==> src/rtl/pulpino_gpio_word_link.sv <==
// Word-to-byte bridge between the host register path and the PULPino GPIO port.
// Host words are queued in a TX FIFO and sent as four little-endian bytes under a
// 2-bit turn/ack token handshake. Returned bytes are assembled into words and
// queued in an RX FIFO for the host.
module pulpino_gpio_word_link #(
    parameter int unsigned pDEPTH_LOG2 = 2
) (
    input  logic                   i_clk,
    input  logic                   i_resetn,
    input  logic                   i_clear,
    input  logic [31:0]            i_host_wr_data,
    input  logic                   i_host_wr_valid,
    output logic                   o_host_wr_ready,
    output logic [31:0]            o_host_rd_data,
    output logic                   o_host_rd_valid,
    input  logic                   i_host_rd_pop,
    output logic [7:0]             o_gpio_in_byte,
    output logic [1:0]             o_gpio_in_turn,
    input  logic [1:0]             i_pulpino_in_ack,
    input  logic [7:0]             i_gpio_out_byte,
    input  logic [1:0]             i_pulpino_out_turn,
    output logic [1:0]             o_gpio_out_ack,
    output logic [pDEPTH_LOG2:0]   o_tx_level,
    output logic [pDEPTH_LOG2:0]   o_rx_level,
    output logic                   o_tx_drop,
    output logic                   o_proto_err
);

    localparam int unsigned Depth = 1 << pDEPTH_LOG2;
    localparam int unsigned LW    = pDEPTH_LOG2 + 1;

    typedef enum logic [0:0] {
        StIdle,
        StWaitAck
    } tx_state_e;

    // ------------------------------------------------------------------
    // TX word FIFO
    // ------------------------------------------------------------------
    logic [31:0]            r_tx_mem [Depth];
    logic [pDEPTH_LOG2-1:0] r_tx_wptr;
    logic [pDEPTH_LOG2-1:0] r_tx_rptr;
    logic [LW-1:0]          r_tx_level;
    logic                   w_tx_full;
    logic                   w_tx_empty;
    logic                   w_tx_push;
    logic                   w_tx_pop;
    logic [31:0]            w_tx_head;

    assign w_tx_full  = (r_tx_level == LW'(Depth));
    assign w_tx_empty = (r_tx_level == '0);
    assign w_tx_push  = i_host_wr_valid & ~w_tx_full & ~i_clear;
    assign w_tx_head  = r_tx_mem[r_tx_rptr];

    // TX FIFO storage; contents need no reset since level gates every read
    always_ff @(posedge i_clk) begin
        if (w_tx_push) begin
            r_tx_mem[r_tx_wptr] <= i_host_wr_data;
        end
    end

    // TX FIFO pointers and occupancy
    always_ff @(posedge i_clk) begin
        if (!i_resetn) begin
            r_tx_wptr  <= '0;
            r_tx_rptr  <= '0;
            r_tx_level <= '0;
        end else if (i_clear) begin
            r_tx_wptr  <= '0;
            r_tx_rptr  <= '0;
            r_tx_level <= '0;
        end else begin
            if (w_tx_push) begin
                r_tx_wptr <= r_tx_wptr + 1'b1;
            end
            if (w_tx_pop) begin
                r_tx_rptr <= r_tx_rptr + 1'b1;
            end
            r_tx_level <= r_tx_level + LW'(w_tx_push) - LW'(w_tx_pop);
        end
    end

    // ------------------------------------------------------------------
    // TX engine
    // ------------------------------------------------------------------
    tx_state_e   r_tx_state;
    tx_state_e   w_tx_state_next;
    logic [31:0] r_tx_shift;
    logic [7:0]  r_in_byte;
    logic [1:0]  r_in_turn;
    logic [1:0]  r_tx_idx;
    logic        w_tx_ack_match;
    logic        w_tx_load;
    logic        w_tx_adv;

    assign w_tx_ack_match = (i_pulpino_in_ack == r_in_turn);

    // TX state register
    always_ff @(posedge i_clk) begin
        if (!i_resetn) begin
            r_tx_state <= StIdle;
        end else begin
            r_tx_state <= w_tx_state_next;
        end
    end

    // TX next-state: clear forces IDLE from anywhere
    always_comb begin
        w_tx_state_next = r_tx_state;
        if (i_clear) begin
            w_tx_state_next = StIdle;
        end else begin
            unique case (r_tx_state)
                StIdle: begin
                    if (!w_tx_empty) begin
                        w_tx_state_next = StWaitAck;
                    end
                end
                StWaitAck: begin
                    if (w_tx_ack_match && (r_tx_idx == 2'd3)) begin
                        w_tx_state_next = StIdle;
                    end
                end
                default: w_tx_state_next = StIdle;
            endcase
        end
    end

    // TX control outputs: load a fresh word or step to the next byte
    always_comb begin
        w_tx_pop  = 1'b0;
        w_tx_load = 1'b0;
        w_tx_adv  = 1'b0;
        if (!i_clear) begin
            unique case (r_tx_state)
                StIdle: begin
                    if (!w_tx_empty) begin
                        w_tx_pop  = 1'b1;
                        w_tx_load = 1'b1;
                    end
                end
                StWaitAck: begin
                    if (w_tx_ack_match && (r_tx_idx != 2'd3)) begin
                        w_tx_adv = 1'b1;
                    end
                end
                default: ;
            endcase
        end
    end

    // TX byte lane; byte and turn always change together
    always_ff @(posedge i_clk) begin
        if (!i_resetn) begin
            r_tx_shift <= '0;
            r_in_byte  <= '0;
            r_in_turn  <= '0;
            r_tx_idx   <= '0;
        end else if (w_tx_load) begin
            r_tx_shift <= w_tx_head;
            r_in_byte  <= w_tx_head[7:0];
            r_in_turn  <= r_in_turn + 1'b1;
            r_tx_idx   <= '0;
        end else if (w_tx_adv) begin
            r_tx_shift <= {8'h00, r_tx_shift[31:8]};
            r_in_byte  <= r_tx_shift[15:8];
            r_in_turn  <= r_in_turn + 1'b1;
            r_tx_idx   <= r_tx_idx + 1'b1;
        end
    end

    // ------------------------------------------------------------------
    // RX word FIFO
    // ------------------------------------------------------------------
    logic [31:0]            r_rx_mem [Depth];
    logic [pDEPTH_LOG2-1:0] r_rx_wptr;
    logic [pDEPTH_LOG2-1:0] r_rx_rptr;
    logic [LW-1:0]          r_rx_level;
    logic                   w_rx_full;
    logic                   w_rx_empty;
    logic                   w_rx_push;
    logic                   w_rx_pop;
    logic [31:0]            w_rx_word;

    assign w_rx_full  = (r_rx_level == LW'(Depth));
    assign w_rx_empty = (r_rx_level == '0);
    assign w_rx_pop   = i_host_rd_pop & ~w_rx_empty & ~i_clear;

    // RX FIFO storage
    always_ff @(posedge i_clk) begin
        if (w_rx_push) begin
            r_rx_mem[r_rx_wptr] <= w_rx_word;
        end
    end

    // RX FIFO pointers and occupancy
    always_ff @(posedge i_clk) begin
        if (!i_resetn) begin
            r_rx_wptr  <= '0;
            r_rx_rptr  <= '0;
            r_rx_level <= '0;
        end else if (i_clear) begin
            r_rx_wptr  <= '0;
            r_rx_rptr  <= '0;
            r_rx_level <= '0;
        end else begin
            if (w_rx_push) begin
                r_rx_wptr <= r_rx_wptr + 1'b1;
            end
            if (w_rx_pop) begin
                r_rx_rptr <= r_rx_rptr + 1'b1;
            end
            r_rx_level <= r_rx_level + LW'(w_rx_push) - LW'(w_rx_pop);
        end
    end

    // ------------------------------------------------------------------
    // RX engine
    // ------------------------------------------------------------------
    logic [1:0]  r_out_ack;
    logic [1:0]  r_rx_idx;
    logic [23:0] r_rx_asm;
    logic [1:0]  w_rx_diff;
    logic        w_rx_pending;
    logic        w_rx_last;
    logic        w_rx_accept;

    assign w_rx_diff    = i_pulpino_out_turn - r_out_ack;
    assign w_rx_pending = (w_rx_diff != 2'd0);
    assign w_rx_last    = (r_rx_idx == 2'd3);
    // Last byte waits for FIFO space; a same-cycle host pop frees a slot
    assign w_rx_accept  = w_rx_pending & ~i_clear & (~w_rx_last | ~w_rx_full | w_rx_pop);
    assign w_rx_push    = w_rx_accept & w_rx_last;
    assign w_rx_word    = {i_gpio_out_byte, r_rx_asm};

    // RX byte acceptance and word assembly
    always_ff @(posedge i_clk) begin
        if (!i_resetn) begin
            r_out_ack <= '0;
            r_rx_idx  <= '0;
            r_rx_asm  <= '0;
        end else if (i_clear) begin
            // Discard anything pending by catching the ack up to the turn
            r_out_ack <= i_pulpino_out_turn;
            r_rx_idx  <= '0;
        end else if (w_rx_accept) begin
            r_out_ack <= r_out_ack + 1'b1;
            r_rx_idx  <= r_rx_idx + 1'b1;
            case (r_rx_idx)
                2'd0:    r_rx_asm[7:0]   <= i_gpio_out_byte;
                2'd1:    r_rx_asm[15:8]  <= i_gpio_out_byte;
                2'd2:    r_rx_asm[23:16] <= i_gpio_out_byte;
                default: ;
            endcase
        end
    end

    // ------------------------------------------------------------------
    // Sticky status flags
    // ------------------------------------------------------------------
    logic r_tx_drop;
    logic r_proto_err;

    // Flags accumulate until reset; clear leaves them alone
    always_ff @(posedge i_clk) begin
        if (!i_resetn) begin
            r_tx_drop   <= 1'b0;
            r_proto_err <= 1'b0;
        end else begin
            r_tx_drop   <= r_tx_drop | (i_host_wr_valid & w_tx_full);
            r_proto_err <= r_proto_err | w_rx_diff[1];
        end
    end

    // ------------------------------------------------------------------
    // Outputs
    // ------------------------------------------------------------------
    assign o_host_wr_ready = ~w_tx_full;
    assign o_host_rd_valid = ~w_rx_empty;
    assign o_host_rd_data  = w_rx_empty ? 32'h0 : r_rx_mem[r_rx_rptr];
    assign o_gpio_in_byte  = r_in_byte;
    assign o_gpio_in_turn  = r_in_turn;
    assign o_gpio_out_ack  = r_out_ack;
    assign o_tx_level      = r_tx_level;
    assign o_rx_level      = r_rx_level;
    assign o_tx_drop       = r_tx_drop;
    assign o_proto_err     = r_proto_err;

endmodule

==> config.mk <==
export PLATFORM = sky130hd
export DESIGN_NAME = pulpino_gpio_word_link
export DESIGN_NICKNAME = d
export VERILOG_FILES = /design/src/rtl/pulpino_gpio_word_link.sv
export SDC_FILE = /design/constraint.sdc
export NUM_CORES = 1
export LEC_CHECK = 0
export BUFFER_PORTS_ARGS = -buffer_cell sky130_fd_sc_hd__buf_2
export CAP_MARGIN = 5
export CORE_AREA = 2 2 165 167
export CTS_BUF_LIST = sky130_fd_sc_hd__clkbuf_2 sky130_fd_sc_hd__clkbuf_4 sky130_fd_sc_hd__clkbuf_8
export CTS_CLUSTER_SIZE = 40
export DETAILED_ROUTE_END_ITERATION = 12
export DIE_AREA = 0 0 167 169
export PLACE_DENSITY_LB_ADDON = 0.25
export SLEW_MARGIN = 10
export SYNTH_ARGS = -nofsm -noshare
export SYNTH_HDL_FRONTEND = slang
export SYNTH_SLANG_ARGS = --single-unit
==> constraint.sdc <==
create_clock -name i_clk -period 4.9 [get_ports i_clk]
set_input_delay 0.245 -clock i_clk [delete_from_list [all_inputs] [get_ports i_clk]]
set_output_delay 0.245 -clock i_clk [all_outputs]
set_load 0.01 [all_outputs]
* Yosys cells after proc, flatten, opt, wreduce, memory -nomap -nowiden
Memory sizes are Yosys's and may differ from the RTL's. A register that Yosys moved wholly into a read port is not among the register bits.
Cells that the tools add are included.
** Operators by class
- $add $sub $neg :: 13
- Equal/unequal tests :: 8
- Muxes and demuxes :: 25
- Bitwise logic cells :: 19
- Reductions and logical operators :: 13
** Operator list (count)
- 2-to-1 mux 32 bit :: 3
- adder 2 x 1 -> 2 bit, second input constant :: 8
- 2-to-1 mux 2 bit :: 8
- 2-to-1 mux 8 bit :: 2
- 2-to-1 mux 1 bit :: 11
- AND reduction 3 bit :: 3
- AND 1 bit :: 8
- inverter 1 bit :: 7
- adder 3 x 1 -> 3 bit :: 2
- equality test 2 bit, second input constant :: 3
- equality test 3 bit, second input constant :: 2
- zero test 3 bit :: 2
- nonzero test 2 bit :: 3
- subtractor 3 x 1 -> 3 bit :: 2
- bitwise OR 1 bit :: 4
- OR reduction 2 bit :: 2
- equality test 2 x 1 -> 1 bit, second input constant :: 1
- equality test 2 bit :: 1
- logical AND 1 bit :: 2
- zero test 2 bit :: 1
- != test 2 bit, second input constant :: 1
- one-hot mux 1 bit (2 select lines) :: 1
- subtractor 2 bit :: 1
** Storage, ports and cells
- Flip-flop bits (word level) :: 89
- Memory bits (writable) :: 256
- Input port bits :: 49
- Output and inout port bits :: 54
- Logic and storage cells :: 98
- Memories kept :: 2
** Memory list
- r_rx_mem :: depth 4, bits a word 32, read ports 1, clocked after memory_dff 1, write ports 1, line 175 : logic [31:0] r_rx_mem [Depth];
- r_tx_mem :: depth 4, bits a word 32, read ports 1, clocked after memory_dff 1, write ports 1, line 40 : logic [31:0] r_tx_mem [Depth];

* Longest topological paths before layout
Gate-level depths: netlist (run 1).
- Word-level depth :: 9
- Depth in mapped cells :: 13
- Gate-level depth less buffers :: 11

* Least setup slack after synthesis (run 1)
OpenSTA, ideal clock, no wires.
- Path type :: reg2reg
- From :: register r_rx_idx[0]
- To :: register r_rx_level[1] (netlist: o_rx_level[1])
- Setup time :: 115 ps
- Data arrival time :: 2691 ps
- Setup slack :: 2093 ps
- Stages on the path, launching flop included :: 12
- Path buffers :: 2
- Period minus slack after synthesis :: 2807 ps
- Cells stage by stage :: dfxtp_1 > ha_1 > or4b_4 > o221a_1 > buf_6 > buf_2 > nand2_1 > ha_1 > inv_1 > ha_1 > fa_1 > and3_1
** On the way
- Cells in the longest elaborated chain, start to end :: 8
** RTL lines
- start, declared :: line 221 : logic [1:0] r_rx_idx;
- start signal, assigned :: line 248 : r_rx_idx <= r_rx_idx + 1'b1;
- equality test 2 bit * :: line 230 : assign w_rx_last = (r_rx_idx == 2'd3);
- inverter 1 bit :: line 232 : assign w_rx_accept = w_rx_pending & ~i_clear & (~w_rx_last | ~w_rx_full | w_rx_pop);
- bitwise OR 1 bit (2 in series) :: line 232
- AND 1 bit :: line 232
- AND 1 bit * :: line 233 : assign w_rx_push = w_rx_accept & w_rx_last;
- adder 3 x 1 -> 3 bit * :: line 213 : r_rx_level <= r_rx_level + LW'(w_rx_push) - LW'(w_rx_pop);
- subtractor 3 x 1 -> 3 bit * :: line 213
- end signal, assigned :: line 213
- end, declared :: line 178 : logic [LW-1:0] r_rx_level;
Every way passes the cells marked *; elsewhere a longest branch is shown, timed or not.
A chain may end at the register's enable or synchronous reset.

* Worst setup path after layout (run 1)
Ends and elaborated chain as after synthesis.

==> metrics.txt, run 1 <==
RSZ-0062 raised after global routing=no; Starting Density=0.494; Compound-Gate Fraction of Synth Area=0.0557; final setup vio count=0; crit path kind=register to register; HP Class=input port to register; GPL Wtd Cong=0.771; Post-Syn Area per Cell=17.3 um^2; CP arrival=3.35 ns; Syn-to-layout area delta=17.2%; # nets final=985; cells after synthesis=759; most used flip-flop cell after synthesis=edfxtp_1; Clock power frac=0.400; slew margin rel.=0.248; period utilization=0.594; Seq pwr share=0.552; cts bufs inserted=51; Post-CTS Resized=0; Sw Share=0.211; most frequent cells after synthesis=256 x edfxtp_1, 85 x dfxtp_1, 64 x mux4_2; leading area contributor after synthesis=edfxtp_1; post-route ant nets=0; fin crit period=2.91 ns; Post-Route WL=25600 um; mapped cell area=13100 um^2; Seq/Total Area, Yosys=0.717; CP max-delay cell=or4b_4; internal power=4550 uW; smallest hold slack=0.0376 ns; crit path cell chain=ha_1 > or4b_4 > o221a_1 > nand2_1 > ha_1 > inv_1 > ha_1 > fa_1 > and3_1; CTS root buffer=clkbuf_8; vias per inst=5.44; Power Density=376 nW/um^2; Psw=1220 uW; pre-CTS setup slack=2.02 ns; Crit path required time=5.34 ns; Core Area=26500 um^2; largest net degree at the start of global routing=39; worst skew pair latency=0.56 ns; Synth area leaders=edfxtp_1 59%, dfxtp_1 13%, mux4_2 11%; first-pass GRT wire length=40200 um; TritonCTS clock tree=built; Die W=167 um; R2R depth=9; CTS clk-pin slew, worst paths=0.06 ns; Post-synth EDFFs=256; DR pass1 iterations=5; GR Overflow Total=0; number of diodes=0; violation count after the first detailed-routing iteration=491; maximum clock frequency=344 MHz; Yosys top cell area share=0.587; Filler cells=2037; most frequent cell after synthesis=edfxtp_1; CP peak stage delay=0.52 ns; I/O Buffers=102; final setup margin=1.99 ns; standard-cell rows=60; Worst Path Buf+Inv=1; DRC viols=0; critical path depth in cells=9; Synthesis Warnings=0; CP endpoint kind=register; Die ar.=28200 um^2; Comb pwr share=0.048; Pins Over Slew Limit=0; Hold Path Depth=3; vias in the first global route=7276; GRT Util Overall=0.184; Tot Pwr=5770 uW; most frequent CP cell=ha_1; clk_skew=0.0297 ns; H-tree Lvls=2; Die Y=169 um; LEAKAGE=0.00527 uW; max_cap viols=0; IO Pins=103; delay-heaviest family, CP=adder cells; Worst-Margin Slew=1.12 ns; Setup TNS=0 ns; wire per inst=19.7 um; CP max FO=16; flops & latches, synth=341; Synth Area in Adders=0.0203; initial antenna violation count=0; dpl hpwl=15500 um; largest family of logic cells by synthesized area=multiplexers; clock buffer depth=3; share of cells above drive strength 1=0.293; Synthesized Nets=828; simple-gate area share of the yosys netlist=0.0583; XOR/XNOR share of the synthesized area=0.0105; DR vias=7078; Cell variety after synth=42; final hold vios=0; CTS sink count=341; post-synthesis mux area share=0.112; Critical Path Source Type=register; Max VDD drop=250 uV; Async SR Flop Fraction=0; status=completed
[stage by stage]
| step | area, um^2 | std cells | util |
|---|---|---|---|
| floorplan | 13100 | 759 | - |
| global placement | 13900 | 1166 | 0.525 |
| detailed placement | 13900 | 1166 | 0.525 |
| CTS | 15300 | 1300 | 0.579 |
| global route | 15300 | 1300 | 0.579 |
| finish | 15300 | 1300 | 0.579 |
[worst min-delay path, stage by stage]
cell and delay [ns]:
buf_2 0.17, nand3_1 0.08, a21oi_1 0.05
[metal layers]
layer  track usage  part of all wire  up-vias
li1              -                 -     3297
met1         0.231              0.41     3540
met3        0.0353             0.053       43
met5             0                 0        -
met4        0.0510             0.020        0
met2         0.327              0.51      198
[registers in the layout, indices dropped and copies added, names as in the netlist, named ones only]
name and cells:
r_rx_mem 128, r_tx_mem 128, r_tx_shift 32, r_rx_asm 24, o_rx_level 3, o_tx_level 3
o_gpio_in_turn 2, o_gpio_out_ack 2, r_rx_idx 2, r_rx_rptr 2, r_rx_wptr 2, r_tx_idx 2
r_tx_rptr 2, r_tx_wptr 2, o_proto_err 1, o_tx_drop 1, r_tx_state 1
[placed cells by master, fill, tap and decap left out, types with 18 or more instances in the layout]
cell type | netlist | routed
clkbuf_8 | 0 | 58
and3_1 | 24 | 24
nor2b_1 | 33 | 33
edfxtp_1 | 256 | 256
buf_2 | 14 | 102
nor2_1 | 20 | 19
dfxtp_1 | 85 | 83
clkbuf_4 | 0 | 26
dlygate4sd3_1 | 0 | 38
a21oi_1 | 33 | 33
mux4_2 | 64 | 64
nand3_1 | 29 | 29
ha_1 | 18 | 18
o21ai_0 | 28 | 28
inv_1 | 23 | 23
[worst paths after layout]
check                                   startpoint        endpoint  slack [ns]
worst max-delay path                   r_rx_idx[0]   o_rx_level[1]        1.99
worst min-delay path            i_gpio_out_byte[6]    r_rx_asm[14]        0.04
worst max register to register         r_rx_idx[0]   o_rx_level[1]        1.99
worst min register to register      r_tx_shift[31]  r_tx_shift[31]        0.46
[timing repair]
| item | CTS | global route |
|---|---|---|
| setup buffers | 0 | 0 |
| hold buffers | 38 | 0 |
| hold endpoints to repair | 145 | 0 |
[power groups by stage]
stage | Combinational (uW) | Clock, uW | Sequential (uW)
floorplan | 169 | 0 | 3230
global placement | 249 | 0 | 3250
detailed placement | 254 | 0 | 3250
CTS | 278 | 2360 | 3190
global route | 301 | 2490 | 3190
finish | 275 | 2310 | 3190
[kinds of logic after synthesis]
family | count (synthesis)
AOI/OAI and AO/OA | 105
adders and majority gates | 20
muxes | 67
buffers and inverters | 75
and+or+nand+nor | 137
DFF | 341
xor gates and xnor gates | 14
[final cells by class]
class | instances | area [um^2] | area share
Sequential cell | 341 | 9390 | 0.612
Inverter | 23 | 86.3 | 0.00563
Clock buffer | 84 | 993 | 0.0647
Tap cell | 341 | 427 | 0.0278
Timing Repair Buffer | 156 | 1010 | 0.0659
Multi-Input combinational cell | 343 | 3380 | 0.220
Clock inverter | 12 | 57.6 | 0.00375
Note: power is estimated with default switching activity, not from simulation.
==> run 2: changes to the inputs <==
ABC_AREA = 1   (was not set)
CORE_AREA = 2 2 169 171   (was 2 2 165 167)
DIE_AREA = 0 0 171 173   (was 0 0 167 169)
clock period = 2.5 ns   (was 4.9 ns; I/O delays follow)
==> metrics.txt, run 2 <==
status=completed; leading area contributor after synthesis=edfxtp_1; worst skew pair latency=0.58 ns (+0.02 ns); Async SR Flop Fraction=0 (unchanged); initial antenna violation count=0 (unchanged); Pins Over Slew Limit=0 (unchanged); post-route ant nets=0 (unchanged); reg2reg start=r_rx_idx[0]; most frequent cells after synthesis=300 x nor2_1, 256 x edfxtp_1, 169 x nand2_1; CP endpoint kind=register; CTS sink count=341 (unchanged); number of diodes=0 (unchanged); cells after synthesis=1291 (+70%); GR Overflow Total=0 (unchanged); Cell variety after synth=31 (-26%); Die ar.=29600 um^2 (+4.8%); Critical Path Source Type=register; Finished Cell Area=16300 um^2 (+6.4%); IO Pins=103 (unchanged); final cell count without fillers=1879 (+45%); largest net degree at the start of global routing=75 (+92%); DR pass1 iterations=5 (unchanged); standard-cell rows=61 (+1.7%); Worst-Margin Slew=0.712 ns (-0.412 ns); clk_skew=0.0201 ns (-0.00960 ns); Core Area=27600 um^2 (+4.3%); most used flip-flop cell after synthesis=edfxtp_1; Post-Route WL=29700 um (+16%); CP arrival=2.79 ns (-0.56 ns); HP Class=input port to register; # nets final=1523 (+55%); fin crit period=2.30 ns (-0.614 ns); mapped cell area=13700 um^2 (+4.8%); GPL Wtd Cong=0.757 (-1.9%); Top Registers=r_rx_mem (128), r_tx_mem (128), r_tx_shift (32); wire per inst=15.8 um (-20%); Yosys top cell area share=0.560 (-0.0269); Post-Syn Area per Cell=10.6 um^2 (-38%); Syn-to-layout area delta=18.9%; Max VDD drop=555 uV (+120%); Die Y=173 um (+2.4%); Synth area leaders=edfxtp_1 56%, dfxtp_1 12%, nor2_1 8.2%; clock buffer depth=3 (unchanged); TritonCTS clock tree=built; Post-synth EDFFs=256 (unchanged); vias per inst=4.92 (-9.7%); dpl cells=1730 (+48%); Critical path origin=r_rx_idx[0]; RSZ-0062 raised after global routing=no; violation count after the first detailed-routing iteration=686 (+40%); Power Density=736 nW/um^2 (+96%); Starting Density=0.497 (+0.00259); first-pass GRT wire length=47200 um (+18%); CTS root buffer=clkbuf_8; H-tree Lvls=2 (unchanged); Final Core Density=0.591 (+0.0118); dpl hpwl=16500 um (+6.7%); placed inst area=14600 um^2 (+5.3%); I/O Buffers=102 (unchanged); R2R depth=11 (+2); cts bufs inserted=55 (+7.8%); Hold Path Depth=5 (+2); Seq/Total Area, Yosys=0.684 (-0.0329); CP max FO=4 (-12); CTS clk-pin slew, worst paths=0.06 ns (about the same); commonest non-fill, non-tap cell in the layout=nor2_1; final hold vios=0 (unchanged); hold_sp=i_pulpino_in_ack[1]; DR vias=9240 (+31%); GRT Util Overall=0.202 (+0.0185); Setup TNS=0 ns (unchanged); Synthesized Nets=1360 (+64%); Die W=171 um (+2.4%); Synthesis Warnings=0 (unchanged); most frequent cell after synthesis=nor2_1; flops & latches, synth=341 (unchanged); final setup vio count=0 (unchanged); DRC viols=0 (unchanged); maximum clock frequency=435 MHz (+27%); commonest cells after routing, fill and taps aside=292 x nor2_1, 256 x edfxtp_1, 169 x nand2_1; slew margin rel.=0.526 (+0.278); smallest hold slack=0.0888 ns (+0.0511 ns); max_cap viols=0 (unchanged); Crit path required time=3.00 ns (-2.34 ns); vias in the first global route=9133 (+26%); LEAKAGE=0.00647 uW (+23%); share of cells above drive strength 1=0.176 (-0.117); crit path kind=register to register; period utilization=0.919 (+0.325)
[run 2: path summary, 6_finish.rpt]
| path | slack [ns] | end |
|---|---|---|
| hold reg to reg | 0.45 | o_tx_drop |
| hold / removal | 0.09 | r_tx_state |
| setup reg to reg | 0.20 | o_rx_level[2] |
| setup / recovery | 0.20 | o_rx_level[2] |
[run 2: area by class of cell]
cell class                      instances  area (um^2)
Clock buffer                           89         1080
Fill cell                            2290        11300
Tap cell                              378          473
Inverter                              108          408
Timing Repair Buffer                  174         1210
Sequential cell                       341         9390
Clock inverter                         15          150
Multi-Input combinational cell        774         3610
[run 2: per-stage QoR]
stage,total power [uW],setup slack [ns]
after floorplan,6730,-0.322
after global placement,6910,0.252
after detailed placement,6930,0.161
after CTS,12100,0.158
after global routing,12500,0.0165
final,12000,0.203
[run 2: logic make-up (layout without fill, tap and decap cells)]
group | Yosys count | in the layout | share of synthesized area
AOI/OAI and AO/OA | 233 | 233 | 0.0867
buffers and inverters | 176 | 386 | 0.0544
adders and majority gates | 20 | 20 | 0.0193
xor gates and xnor gates | 8 | 8 | 0.00620
DFF | 341 | 341 | 0.684
and+or+nand+nor | 513 | 513 | 0.149
[run 2: worst max-delay path, stage by stage, from the launching register on]
cell and delay [ns]:
dfxtp_1 0.33, ha_1 0.23, nand3_1 0.09, nand2_1 0.06
nand2_2 0.11, nand3_2 0.09, ha_1 0.28, inv_1 0.04
ha_1 0.18, fa_1 0.38, or2_2 0.31, a21oi_1 0.11
[run 2: power by group]
| part | switching [uW] | leakage, uW | internal [uW] |
|---|---|---|---|
| sequential | 69.5 | 0.00303 | 6200 |
| combinational | 373 | 0.00279 | 220 |
| clock | 2100 | 0.000655 | 3050 |
| total | 2550 | 0.00647 | 9470 |
[run 2: what timing repair did]
item                                    4_1_cts  5_1_grt
resized for setup                             0        1
setup buffers                                 0        1
hold endpoints to repair                    188        0
endpoints found under the setup margin        0        1
hold buffers                                 44        0
[run 2: layer usage]
layer,track usage,vias to the layer above,part of all wire
li1,-,4645,-
met1,0.252,4351,0.43
met2,0.358,197,0.51
met3,0.0293,47,0.040
met4,0.0696,0,0.023
met5,0,-,0
